[src/rtl/clk_div_multi.sv]
// Multi-channel integer clock divider with per-channel ratio/enable applied at period boundaries.
// Optional macro CLKDIV_DUTY50_EN: falling-edge stage giving exact 50% duty for odd ratios.
module clk_div_multi #(
  parameter int CHANNELS    = 4,
  parameter int RATIO_WIDTH = 8
) (
  input  logic                            i_ref_clk,
  input  logic                            i_rst,
  input  logic [CHANNELS-1:0]             i_clk_en,
  input  logic [CHANNELS*RATIO_WIDTH-1:0] i_div_ratio,
  output logic [CHANNELS-1:0]             o_div_clk,
  output logic [CHANNELS-1:0]             o_div_tick,
  output logic [CHANNELS-1:0]             o_active
);

  for (genvar n = 0; n < CHANNELS; n++) begin : g_ch
    logic [RATIO_WIDTH-1:0] ratio;
    logic [RATIO_WIDTH-1:0] cnt;
    logic [RATIO_WIDTH-1:0] req_ratio;
    logic [RATIO_WIDTH-1:0] low_last;
    logic [RATIO_WIDTH-1:0] high_last;
    logic                   div;
    logic                   active;
    logic                   tick;
    logic                   div_out;
    logic                   req_valid;
    logic                   set_hi;
    logic                   end_period;
    logic                   load;

    assign req_ratio = i_div_ratio[n*RATIO_WIDTH +: RATIO_WIDTH];
    assign req_valid = i_clk_en[n] && (req_ratio >= RATIO_WIDTH'(2));

    // Last count of each phase: L-1 = (R-1)/2, H-1 = R/2 - 1 (R >= 2 whenever active).
    assign low_last  = (ratio - 1'b1) >> 1;
    assign high_last = (ratio >> 1) - 1'b1;

    assign set_hi     = active && !div && (cnt == low_last);
    assign end_period = active && div && (cnt == high_last);
    assign load       = !active || end_period;

    always_ff @(posedge i_ref_clk or posedge i_rst) begin
      if (i_rst) begin
        ratio  <= '0;
        cnt    <= '0;
        div    <= 1'b0;
        active <= 1'b0;
        tick   <= 1'b0;
      end else if (load) begin
        ratio  <= req_ratio;
        active <= req_valid;
        cnt    <= '0;
        div    <= 1'b0;
        tick   <= 1'b0;
      end else if (set_hi) begin
        cnt    <= '0;
        div    <= 1'b1;
        tick   <= 1'b1;
      end else begin
        cnt    <= cnt + 1'b1;
        tick   <= 1'b0;
      end
    end

`ifdef CLKDIV_DUTY50_EN
    // Half-cycle early rise for odd ratios: set on the falling edge just before the rising edge that sets div.
    logic early;

    always_ff @(negedge i_ref_clk or posedge i_rst) begin
      if (i_rst) begin
        early <= 1'b0;
      end else begin
        early <= active && !div && ratio[0] && (cnt == low_last);
      end
    end

    assign div_out = div || early;
`else
    assign div_out = div;
`endif

    assign o_div_clk[n]  = active ? div_out : i_ref_clk;
    assign o_div_tick[n] = tick;
    assign o_active[n]   = active;
  end

endmodule

[config.mk]
export PLATFORM = sky130hd
export DESIGN_NAME = clk_div_multi
export DESIGN_NICKNAME = d
export VERILOG_FILES = /design/src/rtl/clk_div_multi.sv
export SDC_FILE = /design/constraint.sdc
export NUM_CORES = 1
export LEC_CHECK = 0
export ABC_CLOCK_PERIOD_IN_PS = 7900
export BUFFER_PORTS_ARGS = -buffer_cell sky130_fd_sc_hd__buf_2
export CORE_MARGIN = 10
export CORE_UTILIZATION = 47
export DETAILED_ROUTE_END_ITERATION = 8
export GPL_TIMING_DRIVEN = 0
export PLACE_DENSITY = 0.73
export REMOVE_ABC_BUFFERS = 1
export SYNTH_ARGS = -nofsm -noshare
export SYNTH_HDL_FRONTEND = slang
export SYNTH_SLANG_ARGS = --single-unit
[constraint.sdc]
create_clock -name i_ref_clk -period 7.9 [get_ports i_ref_clk]
set_input_delay 2.37 -clock i_ref_clk [delete_from_list [all_inputs] [get_ports i_ref_clk]]
set_output_delay 2.37 -clock i_ref_clk [all_outputs]
set_load 0.05 [all_outputs]
# After elaboration in Yosys (flattened, before gate mapping)
# Index checks and enable logic that the tools add are counted.
[word_totals]
inputBits = 38
output_inout_bits = 12
register_bits = 76
elab_cells = 108
[classes]
n_reduce_logical = 36
mux = 28
eq_ne = 8
magnitude_cmp = 4
n_addsub = 12
[ops]
columns = ["op", "count"]
rows = [
  ["$mux 8", 8],
  ["$add 8x1->8 const B", 4],
  ["$eq 8x7->1", 4],
  ["$eq 8x8->1", 4],
  ["$ge 8x2->1 const B", 4],
  ["$sub 7x1->8 const B", 4],
  ["$sub 8x1->8 const B", 4],
  ["$logic_and 1x1->1", 20],
  ["$mux 1", 20],
  ["$logic_not 1->1", 8],
  ["$reduce_bool 2->1", 4],
  ["$logic_or 1x1->1", 4],
]

# Depth between registers and ports, before layout
# Gate-level depths: netlist of run 1.
[depth]
ltp_word = 5
ltp_mapped = 9
depth_no_buf = 7

==> results of run 1 <==
-- kinds of logic after synthesis --
logic type | count (synthesis) | synth area share, %
fa+ha+maj | 16 | 3.53
xor+xnor | 72 | 11.1
simple gates | 209 | 22.1
buf+inv | 75 | 6.11
compound gates | 144 | 20.8
mux | 14 | 2.85
flops | 76 | 33.5
-- metrics by stage --
| step | area [um^2] | setup WS (ns) | util (%) | hold WS (ns) | std cells |
|---|---|---|---|---|---|
| after floorplan | 5440 | 1.04 | - | 0.517 | 560 |
| after global placement | 5860 | 1.23 | 49.2 | 0.545 | 756 |
| after detailed placement | 5900 | 1.23 | 49.5 | 0.551 | 757 |
| after CTS | 6230 | 0.785 | 52.3 | 0.564 | 776 |
| after global routing | 6240 | 0.759 | 52.4 | 0.585 | 776 |
| final | 6240 | 0.838 | 52.4 | 0.565 | 776 |
-- synth_stat cells (all sizes together), types with 18 or more instances --
cell | count | area share, %
dfrtp | 76 | 34
buf | 22 | 2.6
clkbuf | 24 | 1.6
xor2 | 41 | 6.3
inv | 28 | 1.9
nor3 | 30 | 2.7
xnor2 | 31 | 4.8
nand2 | 29 | 1.9
o2111ai | 18 | 2.9
nand3 | 30 | 2.6
nor4 | 21 | 2.5
-- cells in the final DEF, fill, tap and decap left out, drive strengths merged, types with 18 or more instances in the layout --
| cell | n |
|---|---|
| xor2 | 41 |
| inv | 31 |
| nor3 | 30 |
| xnor2 | 31 |
| nor4 | 21 |
| nand3 | 30 |
| dfrtp | 76 |
| buf | 50 |
| nand2 | 29 |
| o2111ai | 18 |
-- state kept, by name, summed over array words and instances, names as in the netlist --
| register | flops |
|---|---|
| g_ch.ratio | 32 |
| g_ch.cnt | 32 |
| g_ch.active | 4 |
| g_ch.tick | 4 |
| g_ch.div | 4 |
-- layer usage --
layer	routed length [um]	share of wire, %	vias to the layer above	global-route usage, %
met5	0	0	-	0
met4	296	2.2	0	7.94
met3	680	4.9	25	3.45
met2	6710	49	147	26.6
met1	6070	44	2437	20.6
li1	-	-	2333	-
-- worst paths after layout --
kind / start / end / slack [ns] / depth (start not counted)
setup / recovery: i_ref_clk / o_div_clk[0] / 0.84 / 5
hold / removal: g_ch[1].ratio[7] / g_ch[1].ratio[7] / 0.56 / 1
setup reg to reg: g_ch[2].active / g_ch[2].cnt[1] / 4.85 / 5
hold reg to reg: g_ch[1].ratio[7] / g_ch[1].ratio[7] / 0.56 / 1
max in group asynchronous: i_rst / g_ch[2].ratio[3] / 5.39 / 3
min in group asynchronous: i_rst / g_ch[1].ratio[0] / 1.94 / 2
-- layout make-up --
type	count	area, um^2
fill	1096	5670
multi-input combinational	455	3440
sequential	76	1900
clock buffer	15	295
timing repair buffer	46	253
tap	147	184
inverter	28	108
clock inverter	9	61.3
-- critical path: stages --
cell       delay (ns)
clkbuf_16        0.17
clkbuf_16        0.17
inv_1            0.04
o21ai_0          0.09
buf_2            0.26
-- power by group --
group | internal [mW] | switching (mW) | leakage, nW | total, mW
sequential | 0.408 | 0.0325 | 0.900 | 0.441
clock | 0.283 | 0.178 | 0.206 | 0.460
combinational | 0.0755 | 0.0872 | 1.58 | 0.163
==> run_results.csv, run 1 <==
group,metric,value,unit
worst_setup_path,setup.worst_path.start_class,"clock port",
job,max_cap_violations,0,
sta,rsz0062_at_grt,"no",
sta,hold_viol_final,0,
clock_tree,path_clk_slew,0.06,ns
floorplanning,design.core.area,11900,um^2
clock_tree,clock_root_buffer,"clkbuf_16",
synthesis,syn_area_per_cell,9.36,um^2
placement,numPortBuffers,49,
clock_tree,ctsHtreeMaxLevel,3,
sta,finalMaxSlewViolations,0,
pwr,power.leakage,2.69,nW
detailed_routing,drt-pass1-iter-count,5,
worst_setup_path,crit_path_end_kind,"primary output",
sta,relSlewSlack,30.6,%
floorplanning,die_x,130,um
synthesis,synth-warning-count,0,
synthesis,yosys_most_used_dff,"dfrtp_1",
grt,global_route.usage.total,16.5,%
detailed_routing,detail_routed_net_length_per_standard_cell,17.7,um
floorplanning,floorplan.die_area,16900,um^2
worst_setup_path,worst-endpoint-required,5.53,ns
floorplanning,initial_util,47.6,%
hold_path,min-delay-path-class,"register to register",
synthesis,synth_edf_count,0,
grt,grt_max_degree,64,
clock_tree,cts_tree,"done",
detailed_routing,ant_nets,0,
grt,grt_remaining_overflow,0,
worst_setup_path,critical_path.max_fanout,9,
synthesis,postSynthRegisterBits,76,
synthesis,synth.lib_cells_used.distinct,77,
placement,post-dp-hpwl,9950,um
clock_tree,worst_skew_pair.late_latency,0.34,ns
sta,finClkSkew,0.00640,ns
status,status,"finished clean",
grt,grt_pass1_vias,4780,
sta,tns,0,ns
final_layout,syn2layout_area_growth,9.99,%
placement,globalplace.congestion,0.900,
sta,tightest_slew,1.04,ns
detailed_routing,drt_first_iter_violations,509,
synthesis,netlist_instances,606,
floorplanning,placementRows,40,
synthesis,netlist_area,5670,um^2
detailed_routing,via_per_inst,6.37,
worst_setup_path,worstSetupPathType,"clock port to primary output",
final_layout,antenna-diode-count,0,
sta,finalSetupViolCount,0,
worst_setup_path,timing.critical_path.arrival,4.69,ns
final_layout,drive_above_1_share,16.1,%
grt,grt_pass1_wl,22800,um
clock_tree,cts-hold-fix-buffers,0,
pwr,vdd.ir_drop.worst,0.0000877,V
floorplanning,die_h,130,um
pwr,fin_total_pwr,1.06,mW
clock_tree,clk_path_buf_depth,2,
final_layout,number_of_nets_in_the_finished_design,678,
synthesis,async_flop_share,100,%
detailed_routing,totalWireLength,13800,um
synthesis,synth-seq-area-share,33.5,%
detailed_routing,drc_errors,0,
floorplanning,io-pin-count,50,
clock_tree,cts.repair_timing.setup_buffer_count,0,
pwr,power-per-cell-area,170,nW/um^2
clock_tree,cts-buffers-inserted,9,
clock_tree,cts_repair_resize_count,0,
detailed_routing,total_number_of_vias,4942,
grt,number_of_antenna_violations_at_the_first_check_in_global_routing,0,
(Power assumes the default switching activity.)
==> inputs of run 2 (changes only) <==
--- a/config.mk
+++ b/config.mk
@@ -11,7 +11,7 @@
 export CORE_UTILIZATION = 47
 export DETAILED_ROUTE_END_ITERATION = 8
 export GPL_TIMING_DRIVEN = 0
-export PLACE_DENSITY = 0.73
+export PLACE_DENSITY = 0.76
 export REMOVE_ABC_BUFFERS = 1
 export SYNTH_ARGS = -nofsm -noshare
 export SYNTH_HDL_FRONTEND = slang
==> run 2 against run 1 <==
  * Worst setup slack got worse by 0.076 ns
  * Die area is the same
  * Non-clock buffer count up 1
  * Power is 0.30% lower
  * Design area barely moved
  * Final cell count up 0.13%
  * Sequential cell count stayed put
  * Critical path type unchanged
  * Critical endpoint unchanged
  * Largest cell class unchanged
  * Largest power group unchanged
  * Highest routed layer unchanged
==> run_results.csv, run 2 (synthesized netlist as in run 1, its figures left out) <==
group,metric,value,unit
final_layout,layout.cells.most_common_list,"dfrtp_1 (76), buf_2 (50), xor2_1 (41)",
detailed_routing,drc_errors,0,
worst_setup_path,max_stage_delay_on_crit_path,0.29,ns
hold_path,holdCritStartpoint,"g_ch[1].ratio[0]",
pwr,p_sw_share,28.4,%
placement,numPortBuffers,49,
clock_tree,cts-hold-fix-buffers,0,
worst_setup_path,crit_path_end_kind,"primary output",
worst_setup_path,cell_by_cell_trace_of_the_critical_path,"clkbuf_16 -> clkbuf_16 -> inv_1 -> o21ai_0 -> buf_2",
final_layout,layout.cells.most_common,"dfrtp_1",
final_layout,finish.utilization,52.4,%
worst_setup_path,setup.worst_path.start,"i_ref_clk",
grt,grt.busiest_layer,"met2",
final_layout,layout.cell_area.non_filler,6240,um^2
clock_tree,cts-buffers-inserted,9,
hold_path,hold_path_depth,1,
worst_setup_path,critical_path.max_fanout,8,
pwr,vdd.ir_drop.worst,0.000126,V
clock_tree,cts_repair_resize_count,0,
grt,met3_resource_use_gr,2.72,%
floorplanning,initial_util,47.6,%
pwr,pwr-share-comb,15.3,%
final_layout,antenna-diode-count,0,
grt,grt_max_degree,56,
sta,finalSetupViolCount,0,
detailed_routing,total_number_of_vias,4918,
pwr,power.share.clock,43.1,%
clock_tree,path_clk_slew,0.07,ns
hold_path,whs_endpoint,"g_ch[1].ratio[0]",
job,max_cap_violations,0,
sta,finalMaxSlewViolations,0,
worst_setup_path,reg2reg_depth,5,
floorplanning,floorplan.die_area,16900,um^2
detailed_routing,drt-pass1-iter-count,5,
detailed_routing,detail_routed_net_length_per_standard_cell,17.7,um
detailed_routing,drt_first_iter_violations,482,
clock_tree,clk_path_buf_depth,2,
worst_setup_path,worstSetupPathType,"clock port to primary output",
pwr,power-per-cell-area,170,nW/um^2
status,status,"finished clean",
sta,rsz0062_at_grt,"no",
detailed_routing,ant_nets,0,
clock_tree,cts.repair_timing.setup_buffer_count,0,
sta,relSlewSlack,28.6,%
floorplanning,placementRows,40,
clock_tree,ctsHtreeMaxLevel,3,
grt,grt_pass1_vias,4886,
placement,post-dp-hpwl,10000,um
sta,finClkSkew,0.00619,ns
grt,global_route.usage.total,16.5,%
detailed_routing,totalWireLength,13700,um
worst_setup_path,reg2reg_from,"g_ch[2].active",
sta,tightest_slew,1.07,ns
worst_setup_path,register_to_register_setup_slack,4.76,ns
sta,hold_viol_final,0,
pwr,p_int,0.759,mW
placement,globalplace.congestion,0.900,
final_layout,drive_above_1_share,16.5,%
pwr,power.net_switching,0.301,mW
worst_setup_path,setup.worst_path.start_class,"clock port",
floorplanning,design.core.area,11900,um^2
pwr,seq_power_share,41.6,%
grt,grt_remaining_overflow,0,
grt,number_of_antenna_violations_at_the_first_check_in_global_routing,0,
grt,met2_usage,28.1,%
pwr,power.leakage,2.70,nW
placement,place_area,5900,um^2
worst_setup_path,critical-path-slowest-cell,"buf_2",
grt,met1_resource_use_gr,20.6,%
final_layout,number_of_nets_in_the_finished_design,679,
sta,final.hold.worst_slack,0.567,ns
final_layout,syn2layout_area_growth,9.97,%
floorplanning,die_x,130,um
grt,grt_pass1_wl,23200,um
hold_path,min-delay-path-class,"register to register",
clock_tree,clock_root_buffer,"clkbuf_16",
worst_setup_path,crit_top_cell,"clkbuf_16",
sta,tns,0,ns
final_layout,reg.largest.list,"g_ch.cnt: 32 flops, g_ch.ratio: 32 flops",
worst_setup_path,critical_path.reg2reg.endpoint,"g_ch[2].cnt[5]",
clock_tree,worst_skew_pair.late_latency,0.33,ns
worst_setup_path,timing.critical_path.arrival,4.77,ns
floorplanning,io-pin-count,50,
detailed_routing,via_per_inst,6.33,
floorplanning,die_h,130,um
worst_setup_path,worst-endpoint-required,5.53,ns
clock_tree,cts_tree,"done",
-- run 2: per-stage QoR --
step / setup WS, ns / instances / power, mW
floorplan: 1.04 / 560 / 0.566
global placement: 1.23 / 756 / 0.604
detailed placement: 1.23 / 758 / 0.617
CTS: 0.731 / 777 / 1.07
global route: 0.756 / 777 / 1.12
finish: 0.761 / 777 / 1.06
-- run 2: power by group through the flow --
| stage | Combinational [mW] | Clock [mW] | Sequential [mW] |
|---|---|---|---|
| floorplan | 0.119 | 0.00833 | 0.439 |
| global placement | 0.149 | 0.00925 | 0.446 |
| detailed placement | 0.159 | 0.00925 | 0.448 |
| CTS | 0.161 | 0.465 | 0.441 |
| global route | 0.186 | 0.486 | 0.445 |
| finish | 0.162 | 0.457 | 0.441 |
-- run 2: cell type report --
| cell class | instances | area, um^2 |
|---|---|---|
| Clock inverter | 9 | 72.6 |
| Tap cell | 147 | 184 |
| Fill cell | 1091 | 5670 |
| Sequential cell | 76 | 1900 |
| Clock buffer | 15 | 284 |
| Multi-Input combinational cell | 455 | 3430 |
| Timing Repair Buffer | 47 | 258 |
| Inverter | 28 | 108 |
-- run 2: metal layers --
metal  up-vias  wire, um
li1       2327         -
met1      2448      6060
met2       125      6940
met3        18       498
met4         0       230
met5         -         0
-- run 2: worst max-delay path: cells and delay by family --
kind / cells / cell delay (ns)
AO/OA/AOI/OAI: 1 / 0.15
buffers and inverters: 4 / 0.67
-- run 2: how the worst max path moves through the flow --
stage,endpoint,slack (ns),cells past startpoint
floorplan,o_div_clk[0],1.04,2
global placement,o_div_clk[0],1.23,3
detailed placement,o_div_clk[0],1.23,3
CTS,o_div_clk[0],0.73,5
global route,o_div_clk[0],0.76,5
finish,o_div_clk[0],0.76,5
==> inputs of run 3 (changes only) <==
--- a/config.mk
+++ b/config.mk
@@ -11,7 +11,7 @@
 export CORE_UTILIZATION = 47
 export DETAILED_ROUTE_END_ITERATION = 8
 export GPL_TIMING_DRIVEN = 0
-export PLACE_DENSITY = 0.76
+export PLACE_DENSITY = 0.64
 export REMOVE_ABC_BUFFERS = 1
 export SYNTH_ARGS = -nofsm -noshare
 export SYNTH_HDL_FRONTEND = slang
==> run 3 against run 2 <==
  * Clock power about the same
  * Critical path type unchanged
  * Power fell by 0.31%
  * Final cell count fell by 0.26%
  * Combinational power about the same
  * Global-route usage increased by 0.26 points
  * Count of clock-buffer cells in the layout is the same
==> run_results.csv, run 3 (synthesized netlist as in run 1, its figures left out) <==
group,metric,value,unit
status,status,"finished clean",
detailed_routing,drc_errors,0,
pwr,power-per-cell-area,170,nW/um^2
pwr,vdd.ir_drop.worst,0.0000957,V
floorplanning,die_x,130,um
floorplanning,placementRows,40,
clock_tree,clock_root_buffer,"clkbuf_16",
sta,finClkSkew,0.00632,ns
floorplanning,design.core.area,11900,um^2
detailed_routing,drt-pass1-iter-count,5,
detailed_routing,totalWireLength,13700,um
hold_path,holdCritStartpoint,"g_ch[1].ratio[7]",
pwr,pwr-share-comb,15.0,%
grt,global_route.usage.total,16.8,%
placement,globalplace.congestion,0.905,
floorplanning,die_h,130,um
clock_tree,clk_path_buf_depth,2,
detailed_routing,total_number_of_vias,4843,
final_layout,syn2layout_area_growth,9.81,%
sta,tightest_slew,1.08,ns
grt,grt_pass1_wl,23200,um
worst_setup_path,setup.worst_path.start_class,"clock port",
detailed_routing,via_per_inst,6.25,
sta,finalSetupViolCount,0,
grt,number_of_antenna_violations_at_the_first_check_in_global_routing,0,
detailed_routing,drt_first_iter_violations,342,
detailed_routing,detail_routed_net_length_per_standard_cell,17.7,um
worst_setup_path,setup.worst_path.start,"i_ref_clk",
placement,place_area,5910,um^2
pwr,seq_power_share,41.8,%
pwr,p_sw_share,27.3,%
final_layout,antenna-diode-count,0,
final_layout,number_of_nets_in_the_finished_design,678,
sta,relSlewSlack,28.0,%
hold_path,min-delay-path-class,"register to register",
worst_setup_path,worstSetupPathType,"clock port to primary output",
worst_setup_path,critical_path.max_fanout,11,
floorplanning,floorplan.die_area,16900,um^2
sta,rsz0062_at_grt,"no",
floorplanning,initial_util,47.6,%
final_layout,multiInputGateArea,3440,um^2
worst_setup_path,worst-endpoint-required,5.53,ns
clock_tree,cts_tree,"done",
grt,grt_pass1_vias,4805,
worst_setup_path,crit_path_end_kind,"primary output",
final_layout,reg.largest.list,"g_ch.cnt: 32 flops, g_ch.ratio: 32 flops",
final_layout,layout.cell_area.non_filler,6230,um^2
worst_setup_path,reg2reg_from,"g_ch[2].active",
pwr,power.net_switching,0.289,mW
clock_tree,path_clk_slew,0.05,ns
placement,post-dp-hpwl,9900,um
job,max_cap_violations,0,
clock_tree,ctsHtreeMaxLevel,3,
pwr,power.leakage,2.69,nW
final_layout,register_area,1900,um^2
clock_tree,cts-hold-fix-buffers,0,
clock_tree,cts-buffers-inserted,9,
final_layout,layout.cells.most_common_list,"dfrtp_1 (76), buf_2 (49), xor2_1 (41)",
final_layout,layout.cells.most_common,"dfrtp_1",
pwr,p_int,0.769,mW
final_layout,final.fill_count,1103,
grt,grt_max_degree,68,
sta,tns,0,ns
detailed_routing,ant_nets,0,
clock_tree,cts.repair_timing.setup_buffer_count,0,
placement,numPortBuffers,49,
clock_tree,worst_skew_pair.late_latency,0.34,ns
grt,grt_remaining_overflow,0,
final_layout,drive_above_1_share,16.1,%
floorplanning,io-pin-count,50,
pwr,power.share.clock,43.2,%
sta,finalMaxSlewViolations,0,
sta,hold_viol_final,0,
sta,final.hold.worst_slack,0.555,ns
clock_tree,cts_repair_resize_count,0,
worst_setup_path,timing.critical_path.arrival,4.68,ns
-- run 3: worst paths after layout --
check | end | depth (start not counted) | slack (ns)
min reg2reg | g_ch[1].ratio[7] | 1 | 0.55
max reg2reg | g_ch[2].div | 5 | 4.63
max | o_div_clk[2] | 5 | 0.85
max in group asynchronous | g_ch[3].ratio[4] | 3 | 5.40
min in group asynchronous | g_ch[0].ratio[2] | 2 | 1.93
min | g_ch[1].ratio[7] | 1 | 0.55
-- run 3: critical path: stages --
cell and delay (ns):
clkbuf_16 0.17, clkbuf_16 0.17, inv_1 0.05, o21ai_0 0.08, buf_2 0.25
-- run 3: through the flow --
| step | setup WS (ns) | total power, mW | cells | utilization (%) |
|---|---|---|---|---|
| detailed placement | 1.23 | 0.616 | 757 | 49.6 |
| CTS | 0.820 | 1.07 | 775 | 52.3 |
| global placement | 1.23 | 0.606 | 756 | 49.2 |
| floorplan | 1.04 | 0.566 | 560 | - |
| global route | 0.823 | 1.11 | 775 | 52.3 |
| finish | 0.851 | 1.06 | 775 | 52.3 |
-- run 3: power groups by stage --
stage               clock, mW  sequential (mW)  combinational, mW
global placement      0.00925            0.447              0.150
CTS                     0.468            0.442              0.159
global route            0.489            0.446              0.178
detailed placement    0.00925            0.449              0.158
finish                  0.456            0.442              0.159
floorplan             0.00833            0.439              0.119
-- run 3: cell type report --
type | instances | area share [%]
timing repair buffer | 46 | 4.06
clock inverter | 8 | 1.35
tap | 147 | 2.95
sequential | 76 | 30.5
multi-input combinational | 455 | 55.2
inverter | 28 | 1.73
clock buffer | 15 | 4.22
-- run 3: routing by layer --
metal	GRT usage (%)	vias to the layer above	routed length (um)
li1	-	2322	-
met1	21.8	2384	6420
met2	26.6	117	6520
met3	3.12	20	576
met4	7.47	0	207
met5	0	-	0
